`config.mk`:
```
export PLATFORM = sky130hd
export DESIGN_NAME = uart_tx_fifo
export DESIGN_NICKNAME = d
export VERILOG_FILES = /design/src/rtl/uart_tx_fifo.sv
export SDC_FILE = /design/constraint.sdc
export NUM_CORES = 1
export LEC_CHECK = 0
export CORE_MARGIN = 8
export CORE_UTILIZATION = 50
export DETAILED_ROUTE_END_ITERATION = 10
export HOLD_SLACK_MARGIN = 0.03
export PLACE_DENSITY = 0.78
export RECOVER_POWER = 100
export SETUP_SLACK_MARGIN = 0.5
export SLEW_MARGIN = 20
export SYNTH_ARGS = -nofsm -noshare
export SYNTH_HDL_FRONTEND = slang
export SYNTH_SLANG_ARGS = --single-unit
export TNS_END_PERCENT = 1
```
`constraint.sdc`:
```
create_clock -name clk -period 6 [get_ports clk]
set_clock_uncertainty 0.1 [all_clocks]
set_input_delay 0.9 -clock clk [delete_from_list [all_inputs] [get_ports clk]]
set_output_delay 0.9 -clock clk [all_outputs]
set_load 0.01 [all_outputs]
```
`src/rtl/uart_tx_fifo.sv`:
```
// uart_tx_fifo: UART transmitter fed by a small write FIFO.
// Characters pushed through the valid/ready port are serialised back-to-back,
// LSB first, with a per-frame latched bit period.
// Optional parity bit: define UART_TX_PARITY_EN to add parity_en_i/parity_odd_i
// and the PARITY state; without it frames are start + data + stop only.
module uart_tx_fifo #(
    parameter int DATA_BITS = 8,
    parameter int STOP_BITS = 1,
    parameter int DEPTH     = 4
) (
    input  logic                       clk,
    input  logic                       rstn_i,
    input  logic [31:0]                clk_div_i,
    input  logic [DATA_BITS-1:0]       wr_data_i,
    input  logic                       wr_valid_i,
    output logic                       wr_ready_o,
    input  logic                       flush_i,
`ifdef UART_TX_PARITY_EN
    input  logic                       parity_en_i,
    input  logic                       parity_odd_i,
`endif
    output logic [$clog2(DEPTH+1)-1:0] level_o,
    output logic                       busy_o,
    output logic                       tx_o
);

    localparam int PTR_W = $clog2(DEPTH);
    localparam int LVL_W = $clog2(DEPTH+1);
    localparam int IDX_W = 3;

    typedef enum logic [2:0] {
        S_IDLE,
        S_START,
        S_DATA,
        S_PARITY,
        S_STOP
    } state_t;

    logic [DATA_BITS-1:0] r_mem [DEPTH];
    logic [PTR_W-1:0]     r_wptr;
    logic [PTR_W-1:0]     r_rptr;
    logic [LVL_W-1:0]     r_level;

    state_t               r_state;
    logic [31:0]          r_cnt;
    logic [31:0]          r_bitCyc;
    logic [IDX_W-1:0]     r_bitIdx;
    logic                 r_stopIdx;
    logic [DATA_BITS-1:0] r_shift;
    logic                 r_tx;
    logic                 r_busy;
`ifdef UART_TX_PARITY_EN
    logic                 r_parEn;
    logic                 r_parBit;
`endif

    logic                 w_full;
    logic                 w_empty;
    logic                 w_push;
    logic                 w_pop;
    logic                 w_bitEnd;
    logic                 w_stopEnd;
    logic [31:0]          w_bitCyc;
    logic [DATA_BITS-1:0] w_head;

    assign w_full    = (r_level == LVL_W'(DEPTH));
    assign w_empty   = (r_level == '0);
    assign w_push    = wr_valid_i && !w_full && !flush_i;
    assign w_bitEnd  = (r_cnt == r_bitCyc - 32'd1);
    assign w_stopEnd = (r_state == S_STOP) && w_bitEnd && (r_stopIdx == 1'(STOP_BITS-1));
    assign w_pop     = !w_empty && ((r_state == S_IDLE) || w_stopEnd);
    assign w_bitCyc  = (clk_div_i == 32'd0) ? 32'd1 : clk_div_i;
    assign w_head    = r_mem[r_rptr];

    assign wr_ready_o = !w_full;
    assign level_o    = r_level;
    assign busy_o     = r_busy;
    assign tx_o       = r_tx;

    // FIFO storage: write the incoming character at the write pointer
    always_ff @(posedge clk) begin
        if (w_push) begin
            r_mem[r_wptr] <= wr_data_i;
        end
    end

    // FIFO pointers and occupancy; flush discards everything and drops a same-cycle push
    always_ff @(posedge clk or negedge rstn_i) begin
        if (!rstn_i) begin
            r_wptr  <= '0;
            r_rptr  <= '0;
            r_level <= '0;
        end else if (flush_i) begin
            r_rptr  <= r_wptr;
            r_level <= '0;
        end else begin
            if (w_push) begin
                r_wptr <= r_wptr + PTR_W'(1);
            end
            if (w_pop) begin
                r_rptr <= r_rptr + PTR_W'(1);
            end
            case ({w_push, w_pop})
                2'b10:   r_level <= r_level + LVL_W'(1);
                2'b01:   r_level <= r_level - LVL_W'(1);
                default: r_level <= r_level;
            endcase
        end
    end

    // Transmit FSM with registered tx/busy; a pop always launches a new start bit
    always_ff @(posedge clk or negedge rstn_i) begin
        if (!rstn_i) begin
            r_state   <= S_IDLE;
            r_cnt     <= '0;
            r_bitCyc  <= 32'd1;
            r_bitIdx  <= '0;
            r_stopIdx <= 1'b0;
            r_shift   <= '0;
            r_tx      <= 1'b1;
            r_busy    <= 1'b0;
`ifdef UART_TX_PARITY_EN
            r_parEn   <= 1'b0;
            r_parBit  <= 1'b0;
`endif
        end else if (w_pop) begin
            r_state   <= S_START;
            r_cnt     <= '0;
            r_bitCyc  <= w_bitCyc;
            r_bitIdx  <= '0;
            r_stopIdx <= 1'b0;
            r_shift   <= w_head;
            r_tx      <= 1'b0;
            r_busy    <= 1'b1;
`ifdef UART_TX_PARITY_EN
            r_parEn   <= parity_en_i;
            r_parBit  <= (^w_head) ^ parity_odd_i;
`endif
        end else begin
            case (r_state)
                S_IDLE: begin
                    r_tx   <= 1'b1;
                    r_busy <= 1'b0;
                end
                S_START: begin
                    if (w_bitEnd) begin
                        r_cnt   <= '0;
                        r_state <= S_DATA;
                        r_tx    <= r_shift[0];
                    end else begin
                        r_cnt <= r_cnt + 32'd1;
                    end
                end
                S_DATA: begin
                    if (w_bitEnd) begin
                        r_cnt <= '0;
                        if (r_bitIdx == IDX_W'(DATA_BITS-1)) begin
`ifdef UART_TX_PARITY_EN
                            if (r_parEn) begin
                                r_state <= S_PARITY;
                                r_tx    <= r_parBit;
                            end else begin
                                r_state <= S_STOP;
                                r_tx    <= 1'b1;
                            end
`else
                            r_state <= S_STOP;
                            r_tx    <= 1'b1;
`endif
                        end else begin
                            r_bitIdx <= r_bitIdx + IDX_W'(1);
                            r_shift  <= r_shift >> 1;
                            r_tx     <= r_shift[1];
                        end
                    end else begin
                        r_cnt <= r_cnt + 32'd1;
                    end
                end
`ifdef UART_TX_PARITY_EN
                S_PARITY: begin
                    if (w_bitEnd) begin
                        r_cnt   <= '0;
                        r_state <= S_STOP;
                        r_tx    <= 1'b1;
                    end else begin
                        r_cnt <= r_cnt + 32'd1;
                    end
                end
`endif
                S_STOP: begin
                    if (w_bitEnd) begin
                        r_cnt <= '0;
                        if (r_stopIdx == 1'(STOP_BITS-1)) begin
                            r_state <= S_IDLE;
                            r_tx    <= 1'b1;
                            r_busy  <= 1'b0;
                        end else begin
                            r_stopIdx <= 1'b1;
                        end
                    end else begin
                        r_cnt <= r_cnt + 32'd1;
                    end
                end
                default: begin
                    r_state <= S_IDLE;
                    r_tx    <= 1'b1;
                    r_busy  <= 1'b0;
                end
            endcase
        end
    end

endmodule
```
Word level (Yosys, flattened, before mapping)
Memories as Yosys holds them, arrays and structs flattened.
Index checks and enable logic that the tools add are counted.
Widths: inputs -> output; s select.
Word-level totals
  flip-flop bits (word level): 88
  RAM bits: 32
  input port bits: 44
  output and inout port bits: 6
  memories kept: 1
Cells by class
  add/sub/neg operators: 7
  equality and inequality tests: 16
  multiplexer cells: 40
  bitwise logic cells: 2
  reduce and logical (&&, ||, !) cells: 26
Memory list
  r_mem: depth 4, width 8, read ports 1, clocked after Yosys merged registers in 0, wr ports 1, RTL line 39  | logic [DATA_BITS-1:0] r_mem [DEPTH];
Operators with widths (count)
  $mux 32: 4
  $mux 3: 11
  $add 32x1->32 const B: 1
  $eq 32x32->1: 1
  $logic_not 32->1: 1
  $mux 8: 4
  $sub 32x1->32 const B: 1
  $mux 1: 15
  $ne 3x3->1 const B: 5
  $pmux 3 s4: 1
  $reduce_bool 2->1: 5
  $eq 3x3->1 const B: 3
  $add 3x1->3 const B: 2
  $logic_not 3->1: 2
  $pmux 3 s2: 1
  $reduce_and 3->1: 2
  $reduce_and 6->1: 1
  $logic_and 1x1->1: 5
  $add 2x1->2 const B: 2
  $mux 2: 2
  $ne 2x2->1 const B: 2
  $reduce_and 2->1: 2
  $reduce_and 4->1: 1
  $eq 3x1->1 const B: 1
  other kinds (13): 16

Logic depth before layout (Yosys ltp)
  word-level depth: 9
  depth in mapped cells: 18
  gate-level depth less buffers: 16

Worst setup path after synthesis
OpenSTA, ideal clock, no wires.
  path type: flip-flop to flip-flop
  from: register r_bitCyc[3]
  to: register r_level[2], in the netlist level_o[2]
  arrival: 4282 ps
  required time: 5770 ps
  slack: 1487 ps
  cell stages (with the launch flop): 19
  buffers on the path: 4
  clock period less this slack: 4513 ps
  cell sequence: dfrtp_1 -> buf_2 -> or4_1 -> buf_2 -> or4_1 -> or4_1 -> a211o_1 -> a211oi_2 -> and4b_1 -> buf_4 -> o21ai_1 -> clkbuf_1 -> nor2_1 -> fa_1 -> inv_1 -> o311a_1 -> o21ai_0 -> a31o_1 -> o211ai_1
Between the ends
  word-level cells in the longest chain between the ends: 9
  elaborated cells between the ends (all ways): 11
Ends and longest elaborated chain
  start: declaration: RTL line 46  | logic [31:0] r_bitCyc;
  start signal: assignment: RTL line 129  | r_bitCyc <= w_bitCyc;
  $sub 32x1->32 (*): RTL line 69  | assign w_bitEnd = (r_cnt == r_bitCyc - 32'd1);
  $eq 32x32->1 (*): RTL line 69
  $logic_and 1x1->1 (*) (2 in a row): RTL line 70  | assign w_stopEnd = (r_state == S_STOP) && w_bitEnd && (r_stopIdx == 1'(STOP_BITS-1));
  $logic_or 1x1->1 (*): RTL line 71  | assign w_pop = !w_empty && ((r_state == S_IDLE) || w_stopEnd);
  $logic_and 1x1->1 (*): RTL line 71
  $eq 2x1->1 or $eq 2x2->1 (tied branches): RTL line 103  | case ({w_push, w_pop})
  $pmux 3 s2: RTL line 103
  $mux 3: RTL line 93  | end else if (flush_i) begin
  end signal: assignment: RTL line 104  | 2'b10: r_level <= r_level + LVL_W'(1);
  end signal: assignment: RTL line 105  | 2'b01: r_level <= r_level - LVL_W'(1);
  end signal: assignment: RTL line 106  | default: r_level <= r_level;
  end: declaration: RTL line 42  | logic [LVL_W-1:0] r_level;
Mark *: on every way between the ends. The rest lies on a longest branch, timed or not.
A chain may end at the register's enable or synchronous reset.

Worst setup path after layout
  from: register r_bitCyc[1]
  to: register r_level[2], in the netlist level_o[2]
Same word-level chain as after synthesis.

==> results.toml <==
[outcome]
outcome = "finished with violations"
violations = "capacitance limit, slew limit"

[power]
leakagePower_nw = 3.151
power.density_nw_per_um2 = 396.9
peakVddDrop_mv = 0.2500

[finish]
drive_gt1_frac = 0.07001
syn_to_final_growth_pct = 16.78
multi_input_area_sq_um = 3338
diodes = 0
fillers = 1092
fin_nets = 797
regArea_sq_um = 3141

[clocking]
cts-resized-gates = 0
clockBufferDepth = 2
cts_buffers = 17
htreeDepth = 4
clk_latency_ps = 430
clock-sinks = 119
holdBufCountCts = 0
cts_tree = "yes"
cts-root-buf = "clkbuf_16"
cts.reportedPaths.clkPinSlew_ps = 60
cts_setup_buffers = 0

[timing]
slew_viol_final = 88
fin_crit_ps = 5129
rsz0062_at_grt = "no"
period_share = 0.8548
worst_slew_pin_slew_ps = 4071
setup-violations-final = 0
max_freq_ghz = 0.1950
holdWs_ps = 396.2
setup_tns_ps = 0
slew_headroom = -1.714
finalHoldViolCount = 0

[worst_setup_path]
crit_path_start = "r_bitCyc[1]"
cp_data_required_time_ps = 6180
path_class = "register to register"
critPathCaptureType = "register"
r2r-start = "r_bitCyc[1]"
worst_setup_path_start_kind = "register"
arrival_ps = 5310
critPathMaxFanout = 16

[synth]
synth_cell_type_count = 71
ys_seq_area_frac = 0.4668
synth.avg_cell_area_sq_um = 9.476
synth_cells = 710
synthFlopType = "dfrtp_1"
synthArstFlopShare = 0.7311
syn_area_sq_um = 6728
yosys_warnings = 0
syn_nets = 763
ys_seq_elements = 119
synth_edf_count = 32

[global_routing]
overflow = 0
antenna_found_initial = 0
grt_start_max_net_pins = 88
track_usage = 0.1952
grt_pass1_wl_microns = 27450
grt_pass1_vias = 5563

[placement]
portBuffers = 49
gp_congestion = 0.8843
hpwlAfterDp_microns = 11990

[drt]
routed_wl_microns = 16680
drtPass1Iterations = 7
dr_total_vias = 5660
drt_iter0_drc = 503
ant_nets = 0
viasPerCell = 6.066
drc = 0
wire_per_inst_microns = 17.88

[floorplanning]
die_x_microns = 132.0
io_pins = 50
start_util = 0.5101
die_y_microns = 132.0
core_area_sq_um = 13190
dieArea_sq_um = 17420
num_rows = 42

[flow_run]
max_cap_violations = 1

[min_path]
hold_class = "register to register"
hold_path.startpoint = "tx_o"
## area by class of cell
class | count | share of cell area
multi-input combinational | 535 | 0.4249
timing repair buffer | 55 | 0.06721
clock inverter | 15 | 0.01832
sequential | 119 | 0.3997
tap | 176 | 0.02803
inverter | 16 | 0.007645
clock buffer | 17 | 0.05415
## worst max-delay path, cell delays in order, from the launching register on
cell,delay (ps)
dfrtp_1,410
inv_1,90
ha_1,200
nor3b_1,660
nand3b_1,380
or4_1,590
a22o_1,230
a211oi_2,240
and4b_1,220
clkbuf_1,570
o21ai_2,120
nor2_1,160
fa_1,280
inv_1,80
o311a_1,350
o21ai_0,80
a31o_1,120
o211ai_1,90
## per-layer routing
metal / share of wire / wire [microns] / global-route usage / vias to the layer above
met1: 0.41 / 6809 / 0.2230 / 2727
met2: 0.51 / 8482 / 0.3340 / 220
met4: 0.028 / 471 / 0.09062 / 0
li1: - / - / - / 2673
met3: 0.055 / 914 / 0.05221 / 40
met5: 0 / 0 / 0 / -
## synth_stat cells, types with 10 or more instances
master / instances / area [sq um]
or4_1: 11 / 82.58
xor2_1: 17 / 148.9
nand3_1: 24 / 120.1
nor4_1: 25 / 156.4
and3_1: 14 / 87.58
or3_1: 11 / 68.82
edfxtp_1: 32 / 960.9
xnor2_1: 27 / 236.5
nor3_1: 21 / 105.1
clkbuf_1: 23 / 86.33
nand4_1: 10 / 62.56
nor2_1: 39 / 146.4
dfrtp_1: 85 / 2127
o21ai_0: 19 / 95.09
o21ai_1: 30 / 150.1
inv_1: 16 / 60.06
nand2_1: 135 / 506.7
mux2i_1: 14 / 140.1
a21oi_1: 24 / 120.1
a31oi_1: 10 / 62.56
## power breakdown
group | switching, W | internal (W)
sequential | 0.000332 | 0.00104
clock | 0.000402 | 0.000578
combinational | 0.000375 | 0.000390
## final timing paths
kind                          endpoint  slack [ps]  cells past startpoint
max                         level_o[2]         870                     17
min                               tx_o         400                      2
max reg2reg                 level_o[2]         870                     17
min reg2reg                       tx_o         400                      2
max in group asynchronous  r_bitCyc[6]        1490                      1
min in group asynchronous    r_cnt[25]        2000                      1
## registers in the layout, indices dropped and copies added, names as in the netlist, 2 cells and up
signal,cells
r_bitCyc,32
r_shift,8
r_mem,32
r_cnt,32
r_bitIdx,3
r_wptr,2
level_o,3
r_rptr,2
r_state,3
## cells in the final DEF (no fill, tap or decap), types with 8 or more instances in the layout
master           count
a21oi_1             24
ha_1                 8
xnor2_1             27
or4_1               11
or3_1               11
a31oi_1             10
nand2_1            135
dfrtp_1             85
clkbuf_16           17
and3_1              14
nand4_1             10
inv_1               16
nor3_1              21
o21ai_1             11
mux4_2               8
clkdlybuf4s50_1     33
o21ai_0             37
nand3_1             24
dlygate4sd3_1       15
mux2i_1             14
nor4_1              25
nor2_1              39
xor2_1              17
edfxtp_1            32
## through the flow
stage / area [sq um] / power (W) / worst slack [ps] / util / instances
4_1_cts: 7864 / 0.003132 / 1280 / 0.5962 / 933
3_5_place_dp: 7295 / 0.002143 / 1338 / 0.5530 / 901
6_report: 7856 / 0.003118 / 871.3 / 0.5956 / 933
3_3_place_gp: 7295 / 0.002104 / 1475 / 0.5530 / 901
5_1_grt: 7856 / 0.003299 / 572.5 / 0.5956 / 933
2_1_floorplan: 6728 / 0.001881 / 1487 / - / 710
## cell families (layout without fill, tap and decap cells)
| family | count (synthesis) | in the layout | share of synthesized area |
|---|---|---|---|
| adders and majority gates | 9 | 9 | 0.01785 |
| muxes | 25 | 25 | 0.05263 |
| xor gates and xnor gates | 45 | 45 | 0.06063 |
| AOI/OAI and AO/OA | 129 | 129 | 0.1218 |
| buffers and inverters | 56 | 103 | 0.03868 |
| and+or+nand+nor | 327 | 327 | 0.2416 |
| DFF | 119 | 119 | 0.4668 |
Note: power is estimated with default switching activity, not from simulation.
